### src/rtl/rr_arb_pkg.sv
// Shared types and helpers for the round-robin one-hot arbiter.
package rr_arb_pkg;

  typedef enum logic {
    IDLE = 1'b0,
    HOLD = 1'b1
  } state_e;

  // A one-requester arbiter still needs a 1-bit index port.
  function automatic int idx_w(input int w);
    return (w <= 1) ? 1 : $clog2(w);
  endfunction

endpackage

### src/rtl/rr_arb_pick.sv
// Rotating priority pick: first set request at ptr, ptr+1, ..., wrapping to ptr-1.
module rr_arb_pick #(
  parameter int width = 8,
  parameter int IdxW  = 3
) (
  input  logic [width-1:0] req,
  input  logic [IdxW-1:0]  ptr,
  output logic [width-1:0] pick
);

  int   j;
  logic found;

  // NOTE: every combinational output gets a default first so no path can infer a latch.
  always_comb begin
    pick  = '0;
    found = 1'b0;
    j     = 0;
    for (int k = 0; k < width; k++) begin
      // Wrap by subtraction so non-power-of-two widths need no divider.
      j = int'(ptr) + k;
      if (j >= width) j = j - width;
      if (!found && req[j]) begin
        pick[j] = 1'b1;
        found   = 1'b1;
      end
    end
  end

endmodule

### src/rtl/rr_onehot_arb.sv
// Round-robin arbiter with a registered one-hot grant and valid/ready handshake.
// Define RR_ONEHOT_ARB_IDX_EN to register a binary grant index on gnt_idx_o.
module rr_onehot_arb
  import rr_arb_pkg::*;
#(
  parameter int width = 8,
  parameter int IdxW  = idx_w(width)
) (
  input  logic             clk_i,
  input  logic             rst_ni,
  input  logic [width-1:0] req_i,
  output logic             gnt_valid_o,
  input  logic             gnt_ready_i,
  output logic [width-1:0] gnt_onehot_o,
  output logic [IdxW-1:0]  gnt_idx_o
);

  state_e           state_q, state_d;
  logic [width-1:0] gnt_q, gnt_d, pick;
  logic [IdxW-1:0]  ptr_q, ptr_d, ptr_next;
  logic             handshake;

  function automatic logic [IdxW-1:0] onehot_to_idx(input logic [width-1:0] oh);
    logic [IdxW-1:0] idx;
    idx = '0;
    for (int i = 0; i < width; i++) begin
      if (oh[i]) idx = IdxW'(i);
    end
    return idx;
  endfunction

`ifdef RR_ONEHOT_ARB_IDX_EN
  localparam logic [IdxW-1:0] LastIdx = IdxW'(width - 1);

  logic [IdxW-1:0] idx_q, idx_d;

  assign idx_d     = onehot_to_idx(gnt_d);
  assign ptr_next  = (idx_q == LastIdx) ? '0 : idx_q + IdxW'(1);
  assign gnt_idx_o = idx_q;

  always_ff @(posedge clk_i or negedge rst_ni) begin
    if (!rst_ni) idx_q <= '0;
    else         idx_q <= idx_d;
  end
`else
  function automatic logic [width-1:0] rotl1(input logic [width-1:0] v);
    logic [width-1:0] r;
    r = '0;
    for (int i = 0; i < width; i++) begin
      r[(i + 1) % width] = v[i];
    end
    return r;
  endfunction

  // The bit after the current grant becomes the next highest priority.
  assign ptr_next  = onehot_to_idx(rotl1(gnt_q));
  assign gnt_idx_o = '0;
`endif

  assign handshake = (state_q == HOLD) && gnt_ready_i;
  // A handshake re-picks against the advanced pointer in the same cycle.
  assign ptr_d     = handshake ? ptr_next : ptr_q;

  rr_arb_pick #(
    .width (width),
    .IdxW  (IdxW)
  ) u_pick (
    .req  (req_i),
    .ptr  (ptr_d),
    .pick (pick)
  );

  always_comb begin
    state_d = state_q;
    gnt_d   = gnt_q;
    unique case (state_q)
      IDLE: begin
        if (|req_i) begin
          gnt_d   = pick;
          state_d = HOLD;
        end
      end
      HOLD: begin
        if (handshake) begin
          if (|req_i) begin
            gnt_d = pick;
          end else begin
            gnt_d   = '0;
            state_d = IDLE;
          end
        end
      end
      default: begin
        gnt_d   = '0;
        state_d = IDLE;
      end
    endcase
  end

  // NOTE: sequential state uses non-blocking assignments so all registers update together.
  always_ff @(posedge clk_i or negedge rst_ni) begin
    if (!rst_ni) begin
      state_q <= IDLE;
      gnt_q   <= '0;
      ptr_q   <= '0;
    end else begin
      state_q <= state_d;
      gnt_q   <= gnt_d;
      ptr_q   <= ptr_d;
    end
  end

  assign gnt_valid_o  = (state_q == HOLD);
  assign gnt_onehot_o = gnt_q;

endmodule
### config.mk
export PLATFORM = sky130hd
export DESIGN_NAME = rr_onehot_arb
export DESIGN_NICKNAME = d
export VERILOG_FILES = /design/src/rtl/rr_arb_pkg.sv /design/src/rtl/rr_arb_pick.sv /design/src/rtl/rr_onehot_arb.sv
export SDC_FILE = /design/constraint.sdc
export NUM_CORES = 1
export LEC_CHECK = 0
export ABC_AREA = 0
export ABC_CLOCK_PERIOD_IN_PS = 5100
export BUFFER_PORTS_ARGS = -buffer_cell sky130_fd_sc_hd__buf_2
export CORE_ASPECT_RATIO = 1.4
export CORE_UTILIZATION = 30
export CTS_BUF_LIST = sky130_fd_sc_hd__clkbuf_16
export DETAILED_ROUTE_END_ITERATION = 16
export PLACE_DENSITY = 0.44
export SKIP_LAST_GASP = 1
export SLEW_MARGIN = 20
export SYNTH_ARGS = -nofsm -noshare
export SYNTH_HDL_FRONTEND = slang
export SYNTH_SLANG_ARGS = --single-unit
### constraint.sdc
create_clock -name clk_i -period 5.1 [get_ports clk_i]
set_input_delay 1.02 -clock clk_i [delete_from_list [all_inputs] [get_ports clk_i]]
set_output_delay 1.02 -clock clk_i [all_outputs]
set_load 0.1 [all_outputs]
After elaboration in Yosys (flattened, before gate mapping)
Index checks and enable logic that the tools add are counted.
{"block": "totals", "ff_bits": 12, "latchBits": 0, "ram_bits": 0, "rom_bits": 0, "in_bits": 11, "out_inout_bits": 12, "elab_cells": 155, "n_memories": 0}
{"block": "op_classes", "n_addsub": 15, "multipliers": 0, "div_mod_pow": 0, "order_cmp": 24, "eq_ne": 2, "shifts": 0, "n_mux": 78, "n_bitwise": 8, "n_reduce_logical": 25}
{"cell": "$ge 32x1->1 const B", "count": 8}
{"cell": "$lt 32x5->1 const B", "count": 8}
{"cell": "$mux 32", "count": 8}
{"cell": "$ge 32x5->1 const B", "count": 7}
{"cell": "$sub 32x5->32 const B", "count": 7}
{"cell": "$mux 8", "count": 11}
{"cell": "$or 8x8->8", "count": 7}
{"cell": "$mux 1", "count": 34}
{"cell": "$bmux 1 s3", "count": 8}
{"cell": "$demux 1 s3", "count": 8}
{"cell": "$add 3x3->4 const B", "count": 4}
{"cell": "$logic_and 1x1->1", "count": 16}
{"cell": "$pmux 8 s2", "count": 1}
{"cell": "$mux 3", "count": 5}
{"cell": "$add 3x2->4 const B", "count": 2}
{"cell": "$reduce_or 8->1", "count": 1}
{"cell": "$logic_not 1->1", "count": 7}
{"cell": "$sub 3x4->5 const B", "count": 1}
{"cell": "$add 3x1->4 const B", "count": 1}
{"cell": "$ge 3x4->1 const B", "count": 1}
{"cell": "$mux 2", "count": 2}
{"cell": "$ne 2x1->1 const B", "count": 1}
{"cell": "$ne 2x2->1 const B", "count": 1}
{"cell": "$pmux 1 s2", "count": 1}
{"cell": "2 further kinds", "count": 2}

Depth between registers and ports, before layout
Gate-level depths: netlist (run 1).
{"block": "depth", "depth_word": 38, "mapped_depth": 20, "ltp_nobuf": 14}

Cells and area by module
A second synthesis (run 1) with hierarchy kept.
{"block": "unflattened", "cells_unflattened": 259, "hier_area_um2": 2099.5}
{"mod": "rr_arb_pick", "n_inst": 1, "cells_each": 185, "area_per_inst_um2": 1396.3, "seq_area_each_um2": 0.0}
{"mod": "rr_onehot_arb", "n_inst": 1, "cells_each": 74, "area_per_inst_um2": 703.2, "seq_area_each_um2": 300.3}

Worst setup path after synthesis (run 1)
Ideal clock, no wire load.
{"block": "synth_timing", "kind": "register to register", "startpoint": "register state_q (netlist: gnt_valid_o)", "endpoint": "register gnt_q[3] (netlist: gnt_onehot_o[3])", "setup_ps": 79, "t_arrival_ps": 4724, "t_required_ps": 5021, "path_slack_ps": 297, "path_stages_with_launch": 20, "n_path_buf": 6, "synth_period_minus_slack_ps": 4803, "path_cell_list": "dfrtp_1 -> and2_1 -> buf_2 -> nand2b_1 -> o21ai_2 -> buf_6 -> buf_6 -> clkbuf_1 -> clkbuf_1 -> ha_1 -> clkbuf_1 -> inv_1 -> or3_1 -> a211oi_1 -> nor4_2 -> nand2b_1 -> nor3_2 -> nand2_1 -> a32o_1 -> a21oi_1"}
{"block": "synth_via", "elab_chain_cells": 32, "elab_cells_between_ends": 141, "classes_between": "15 x add/sub; 24 x order compare; 2 x eq/ne; 68 x mux; 8 x bitwise; 24 x reduce/logical"}
{"item": "from (decl)", "line": "rr_onehot_arb.sv:18", "text": "state_e state_q, state_d;"}
{"item": "from (signal assigned)", "line": "rr_onehot_arb.sv:107", "text": "state_q <= state_d;"}
{"item": "parallel branches: the longest is 32 deep, another holds $sub 32x5->32"}
{"item": "to (signal assigned)", "line": "rr_onehot_arb.sv:108", "text": "gnt_q <= gnt_d;"}
{"item": "to (decl)", "line": "rr_onehot_arb.sv:19", "text": "logic [width-1:0] gnt_q, gnt_d, pick;"}
Several ways; the timed one is not identified. The select of a mux whose other input is x is not followed.
A chain may end at the register's enable or synchronous reset.

Worst setup path after layout (run 1)
{"block": "layout_timing", "startpoint": "input gnt_ready_i", "endpoint": "register gnt_q[3] (netlist: gnt_onehot_o[3])"}
{"block": "layout_via", "elab_chain_cells": 32, "elab_cells_between_ends": 139, "classes_between": "15 x add/sub; 24 x order compare; 1 x eq/ne; 68 x mux; 7 x bitwise; 24 x reduce/logical"}
{"item": "from (decl)", "line": "rr_onehot_arb.sv:13", "text": "input logic gnt_ready_i,"}
{"item": "$logic_and 1x1->1 (*)", "line": "rr_onehot_arb.sv:60", "text": "assign handshake = (state_q == HOLD) && gnt_ready_i;"}
{"item": "parallel branches: the longest is 31 deep, another holds $sub 32x5->32"}
Every way passes the cells marked *. The select of a mux whose other input is x is not followed.

==> results_dict.tcl, run 1 <==
set metrics [dict create \
    hpwl_um 6030 \
    place_inst 343 \
    holdWs_ps 550 \
    cts_resized 0 \
    postCtsHoldBufs 0 \
    gp_congestion 0.892 \
    initial_utilization_pct 31.2 \
    clock_path_buffers 2 \
    design_area_um2 2270 \
    mostFrequentLayoutCell "a21oi_1" \
    routed_wl_um 7710 \
    track_usage_pct 22.2 \
    synth.distinct_cells 68 \
    crit_path_frequent_cell "a32o_1" \
    p_switching_uw 893 \
    setup_viol 0 \
    antenna_left 0 \
    p_seq_share_pct 10.6 \
    htree_levels 1 \
    slew_violations 0 \
    cts_made_buffers 3 \
    p_int_uw 584 \
    finalHoldViolations 0 \
    tightest_slew_ps 586 \
    fmax_mhz 231 \
    finalCritPeriodShare_pct 84.7 \
    path_cells "buf_2 > and2_1 > o311ai_0 > o21a_1 > buf_4 > ha_1 > a211oi_2 > or2_4 > mux2i_1 > a32o_1 > o221ai_4 > nor4_4 > nand4_1 > a32o_1 > a21oi_1" \
    syn_inst 258 \
    holdPathStages 2 \
    synth.avg_cell_area_um2 7.93 \
    dieArea_um2 7160 \
    num_rows 35 \
    yosys_warnings 0 \
    viasPerCell 6.38 \
    placed_area_um2 2190 \
    nNetsFinal 293 \
    power_frac_comb_pct 79.8 \
    drc 0 \
    clkPwrFrac_pct 9.7 \
    wl_per_cell_um 22.3 \
    synth_top_area_share_pct 14.7 \
    antenna_found_initial 0 \
    post_cts_buffers 0 \
    final_cell_mix "a21oi_1, nor2_1, nand2_1, buf_2, dfrtp_1" \
    slowest_delay_ps 450 \
    grt_overflow 0 \
    port_buffers 19 \
    synthToLayoutAreaGrowth_pct 10.8 \
    cts_tree "yes" \
    status "finished, final reports clean" \
    vias 2207 \
    clk_pin_slew_ps 40 \
    max_slew_margin_pct 60.7 \
    synth_area_leaders "dfrtp_1, a21oi_1, ha_1" \
    ys.flop_type "dfrtp_1" \
    cellLeakagePower_nw 0.856 \
    clock_latency_ps 240 \
    mappedNetlistArea_um2 2050 \
    core_um2 6570 \
    p_per_area_nw_per_um2 651 \
    critPathLaunchType "input port" \
    initialDrtViolationCount 172 \
    grt_pass1_vias 2164 \
    grt_max_degree 37 \
    firstDrtPassIters 4 \
    hold_class "register to register" \
    fin_cells 346 \
    rsz0062_at_grt "no" \
    ios 23 \
    synthArstFlopShare_pct 100 \
    vdd_drop_max_v 0.000246 \
    die_w_um 71.8 \
    ys_ff_latch 12 \
    reg2regPathDepth 14 \
    cts_sinks 12 \
    die_y_um 99.7 \
    critPathSlowestCell "nor4_4" \
    fillers 738 \
    drive_gt1_share_pct 20.6 \
    min_period_ps 4320 \
    cpLargestDelayFamily "compound AO/OA/AOI/OAI gates" \
    num_antenna_cells 0 \
    critical_path_class "input port to register" \
    arrival_ps 4480 \
    maxCapViolations 0 \
    cp.depth 15 \
    cp_max_fo 12 \
    tns_ps 0 \
    yosys.area.top_type "dfrtp_1" \
    path_buf_inv 2 \
    end_kind "register" \
    cp.required_ps 5250 \
    multiInputGateArea_um2 1590 \
    p_sw_share_pct 60.5 \
    seqCellArea_um2 300 \
    fin_worst_skew_ps 2.36 \
    ys_seq_area_share_pct 14.7 \
    grt_pass1_wl_um 12200 \
    synth_edf_count 0 \
    cts_root_buffer "clkbuf_16" \
]
==> power by group through the flow <==
stage / logic, mW / clock network [mW] / registers, mW
finish: 1.18 / 0.143 / 0.156
global route: 1.25 / 0.150 / 0.161
CTS: 1.16 / 0.145 / 0.158
detailed placement: 1.16 / 0 / 0.159
global placement: 1.18 / 0 / 0.158
floorplan: 0.791 / 0 / 0.276
==> logic make-up (layout without fill, tap and decap cells) <==
family	count (synthesis)	in the layout	synth area share, %
flip-flops	12	12	14.7
multiplexers	8	8	5.50
AO/OA/AOI/OAI	105	105	40.6
adder cells (fa/ha/maj)	8	8	4.89
buffers and inverters	32	44	8.19
AND/OR/NAND/NOR	92	92	25.9
other	1	3	0.183
==> area by class of cell <==
class	count	share of cell area [%]
multi-input cells	216	69.9
well taps	74	4.08
clock buffers	3	3.31
inverters	13	2.26
flip-flops and latches	12	13.2
repair buffers	28	7.17
==> metal layers <==
layer,vias up,part of all wire [%],GRT usage (%)
li1,1029,-,-
met1,1078,39,26.2
met2,84,53,40.6
met3,16,5.3,1.93
met4,0,3.0,9.20
met5,-,0,0
==> worst paths after layout <==
path                                        startpoint                     endpoint  slack [ps]
min reg2reg                gnt_onehot_o[7]$_DFFE_PN0P_  gnt_onehot_o[7]$_DFFE_PN0P_         550
max in group asynchronous                       rst_ni  gnt_onehot_o[3]$_DFFE_PN0P_        4200
max reg2reg                      gnt_valid_o$_DFF_PN0_  gnt_onehot_o[3]$_DFFE_PN0P_        1240
min in group asynchronous                       rst_ni        gnt_valid_o$_DFF_PN0_         660
min                        gnt_onehot_o[7]$_DFFE_PN0P_  gnt_onehot_o[7]$_DFFE_PN0P_         550
max                                        gnt_ready_i  gnt_onehot_o[3]$_DFFE_PN0P_         780
==> through the flow <==
| stage | util, % | power, mW | worst slack (ps) |
|---|---|---|---|
| floorplan | - | 1.07 | 297 |
| global placement | 33.4 | 1.33 | 595 |
| detailed placement | 33.4 | 1.32 | 597 |
| CTS | 34.5 | 1.47 | 821 |
| global route | 34.5 | 1.56 | 537 |
| finish | 34.5 | 1.48 | 780 |
==> worst min-delay path, stage by stage (launching register included) <==
cell and delay [ps]:
dfrtp_1 330, a21oi_1 60, a21oi_1 110
==> cells in the mapped netlist, types with 6 or more instances <==
master     n
dfrtp_1   12
a31oi_1    6
ha_1       8
nand3_1    9
clkbuf_1   8
a21oi_1   26
nand2_1   21
nor2_1    22
a211oi_1   7
o21ai_0    8
nor3_1     7
inv_1     11
o211ai_1  10
==> registers in the layout, summed over array words and instances (netlist names) <==
| signal | cells |
|---|---|
| gnt_valid_o | 1 |
| gnt_onehot_o | 8 |
| ptr_q | 3 |
Note: power is estimated with default switching activity, not from simulation.
==> run 2: changes to the inputs <==
- ABC_CLOCK_PERIOD_IN_PS: 5100 -> 4000
- clock period: 5.1 -> 4 ns (I/O delays scaled with it)
==> run 2 against run 1 <==
  * Combinational power increased by 43%
  * Via count increased by 4.1%
  * Count of clock-buffer cells in the layout unchanged
  * Critical endpoint is now gnt_onehot_o[0]$_DFFE_PN0P_
  * Flip-flop and latch count unchanged
  * Non-clock buffer count increased by 25
  * First-iteration DRC count decreased by 36%
  * Setup slack got worse by 500 ps
  * Clock skew decreased by 1.4 ps
==> results_dict.tcl, run 2 (synthesis results as in run 1) <==
set metrics [dict create \
    fin_ws_ps 277 \
    vdd_drop_max_v 0.000314 \
    critPathLaunchType "input port" \
    finalHoldViolations 0 \
    num_rows 35 \
    design_area_um2 2510 \
    num_antenna_cells 0 \
    rsz0062_at_grt "no" \
    slowest_delay_ps 330 \
    clock_path_buffers 2 \
    gp_congestion 0.933 \
    port_buffers 19 \
    p_int_uw 908 \
    clock_latency_ps 240 \
    tightest_slew_ps 717 \
    hold_class "input port to asynchronous set/reset pin" \
    routed_wl_um 7760 \
    initial_utilization_pct 31.2 \
    grt_pass1_vias 2306 \
    largest_register_ffs 8 \
    dieArea_um2 7160 \
    p_per_area_nw_per_um2 830 \
    status "finished, final reports clean" \
    power.total_mw 2.09 \
    cp_max_fo 8 \
    p_switching_mw 1.18 \
    cp.required_ps 4110 \
    p_seq_share_pct 10.1 \
    fin_worst_skew_ps 0.940 \
    cts_made_buffers 3 \
    clk_pin_slew_ps 50 \
    slew_violations 0 \
    antenna_found_initial 0 \
    cpLargestDelayFamily "compound AO/OA/AOI/OAI gates" \
    die_w_um 71.8 \
    vias 2298 \
    tns_ps 0 \
    hpwl_um 6150 \
    grt_max_degree 37 \
    ios 23 \
    die_y_um 99.7 \
    initialDrtViolationCount 110 \
    crit_path_frequent_cell "buf_4" \
    antenna_left 0 \
    final_cell_mix "buf_4, a21oi_1, nor2_1, nand2_1, buf_2" \
    fin_cells 372 \
    post_cts_buffers 0 \
    maxCapViolations 0 \
    critPathSlowestCell "o221ai_4" \
    firstDrtPassIters 6 \
    clkPwrFrac_pct 9.0 \
    mostFrequentLayoutCell "buf_4" \
    drc 0 \
    max_slew_margin_pct 50.9 \
    power_frac_comb_pct 80.9 \
    wl_per_cell_um 20.9 \
    htree_levels 1 \
    synthToLayoutAreaGrowth_pct 22.7 \
    arrival_ps 3840 \
    min_period_ps 3720 \
    fmax_mhz 269 \
    fin_util_pct 38.2 \
    critical_path_class "input port to register" \
    nNetsFinal 318 \
    path_cells "buf_2 > and2_1 > buf_4 > nand2b_4 > o21ai_2 > buf_4 > inv_4 > ha_1 > a211oi_2 > or2_4 > buf_4 > nand2_1 > a32o_1 > o221ai_4 > nor2b_1 > a31o_1 > nor3_1 > a31oi_1" \
    place_inst 368 \
    grt_pass1_wl_um 12400 \
    placed_area_um2 2430 \
    postCtsHoldBufs 0 \
    core_um2 6570 \
    cellLeakagePower_nw 0.985 \
    path_buf_inv 5 \
    cts_resized 0 \
    viasPerCell 6.18 \
    track_usage_pct 22.6 \
    holdWs_ps 438 \
    grt_overflow 0 \
    finalCritPeriodShare_pct 93.1 \
    end_kind "register" \
    cts_tree "yes" \
    cts_root_buffer "clkbuf_16" \
    place_ws_ps 58.3 \
    drive_gt1_share_pct 31.5 \
    cts_sinks 12 \
    setup_viol 0 \
    p_sw_share_pct 56.5 \
]
[run 2: changes by cell type in the layout (fill, tap and decap cells not counted)]
cell	previous run	this run
clkinv_1	0	1
a211oi_1	7	6
nand2b_1	5	2
or3_1	2	1
dfrtp_4	0	4
nand2b_4	0	3
a211oi_2	2	3
or3_4	0	1
buf_4	9	34
dfrtp_1	12	4
dfrtp_2	0	4
[run 2: power groups by stage]
stage | combinational (mW) | sequential (mW) | clock (mW)
final | 1.69 | 0.210 | 0.189
after global routing | 1.80 | 0.216 | 0.196
after CTS | 1.67 | 0.212 | 0.194
after detailed placement | 1.66 | 0.214 | 0
after global placement | 1.68 | 0.212 | 0
after floorplan | 1.04 | 0.365 | 0
[run 2: worst paths after layout]
| check | slack [ps] | to | startpoint | depth (start not counted) |
|---|---|---|---|---|
| setup / recovery | 280 | gnt_onehot_o[0]$_DFFE_PN0P_ | gnt_ready_i | 18 |
| hold / removal | 440 | gnt_valid_o$_DFF_PN0_ | rst_ni | 1 |
| setup reg to reg | 370 | gnt_onehot_o[3]$_DFFE_PN0P_ | gnt_onehot_o[1]$_DFFE_PN0P_ | 15 |
| hold reg to reg | 570 | gnt_onehot_o[7]$_DFFE_PN0P_ | gnt_onehot_o[7]$_DFFE_PN0P_ | 2 |
| max in group asynchronous | 3300 | gnt_onehot_o[2]$_DFFE_PN0P_ | rst_ni | 1 |
| min in group clk_i | 570 | gnt_onehot_o[7]$_DFFE_PN0P_ | gnt_onehot_o[7]$_DFFE_PN0P_ | 2 |
[run 2: final cells by class]
cell class / count / area [um^2]
Timing Repair Buffer: 53 / 350
Clock buffer: 3 / 75.1
Multi-Input combinational cell: 216 / 1620
Sequential cell: 12 / 320
Clock inverter: 1 / 3.75
Fill cell: 719 / 4060
Tap cell: 74 / 92.6
Inverter: 13 / 51.3
[run 2: layer usage]
metal,track usage (%),vias up,part of all wire [%]
li1,-,1084,-
met1,26.2,1116,41
met2,40.1,78,51
met3,1.93,20,3.6
met4,12.8,0,4.0
met5,0,-,0
[run 2: worst register-to-register path, cell delays in order, from the launching register on]
cell	delay [ps]
dfrtp_4	490
nand2b_4	170
a221oi_4	380
o21ai_2	120
ha_1	220
a211oi_1	360
nor2_1	130
a2111oi_2	390
nor4_2	80
buf_4	170
nand2b_4	140
buf_4	130
nor3_2	300
nand2_1	120
a32o_1	230
a21oi_1	120
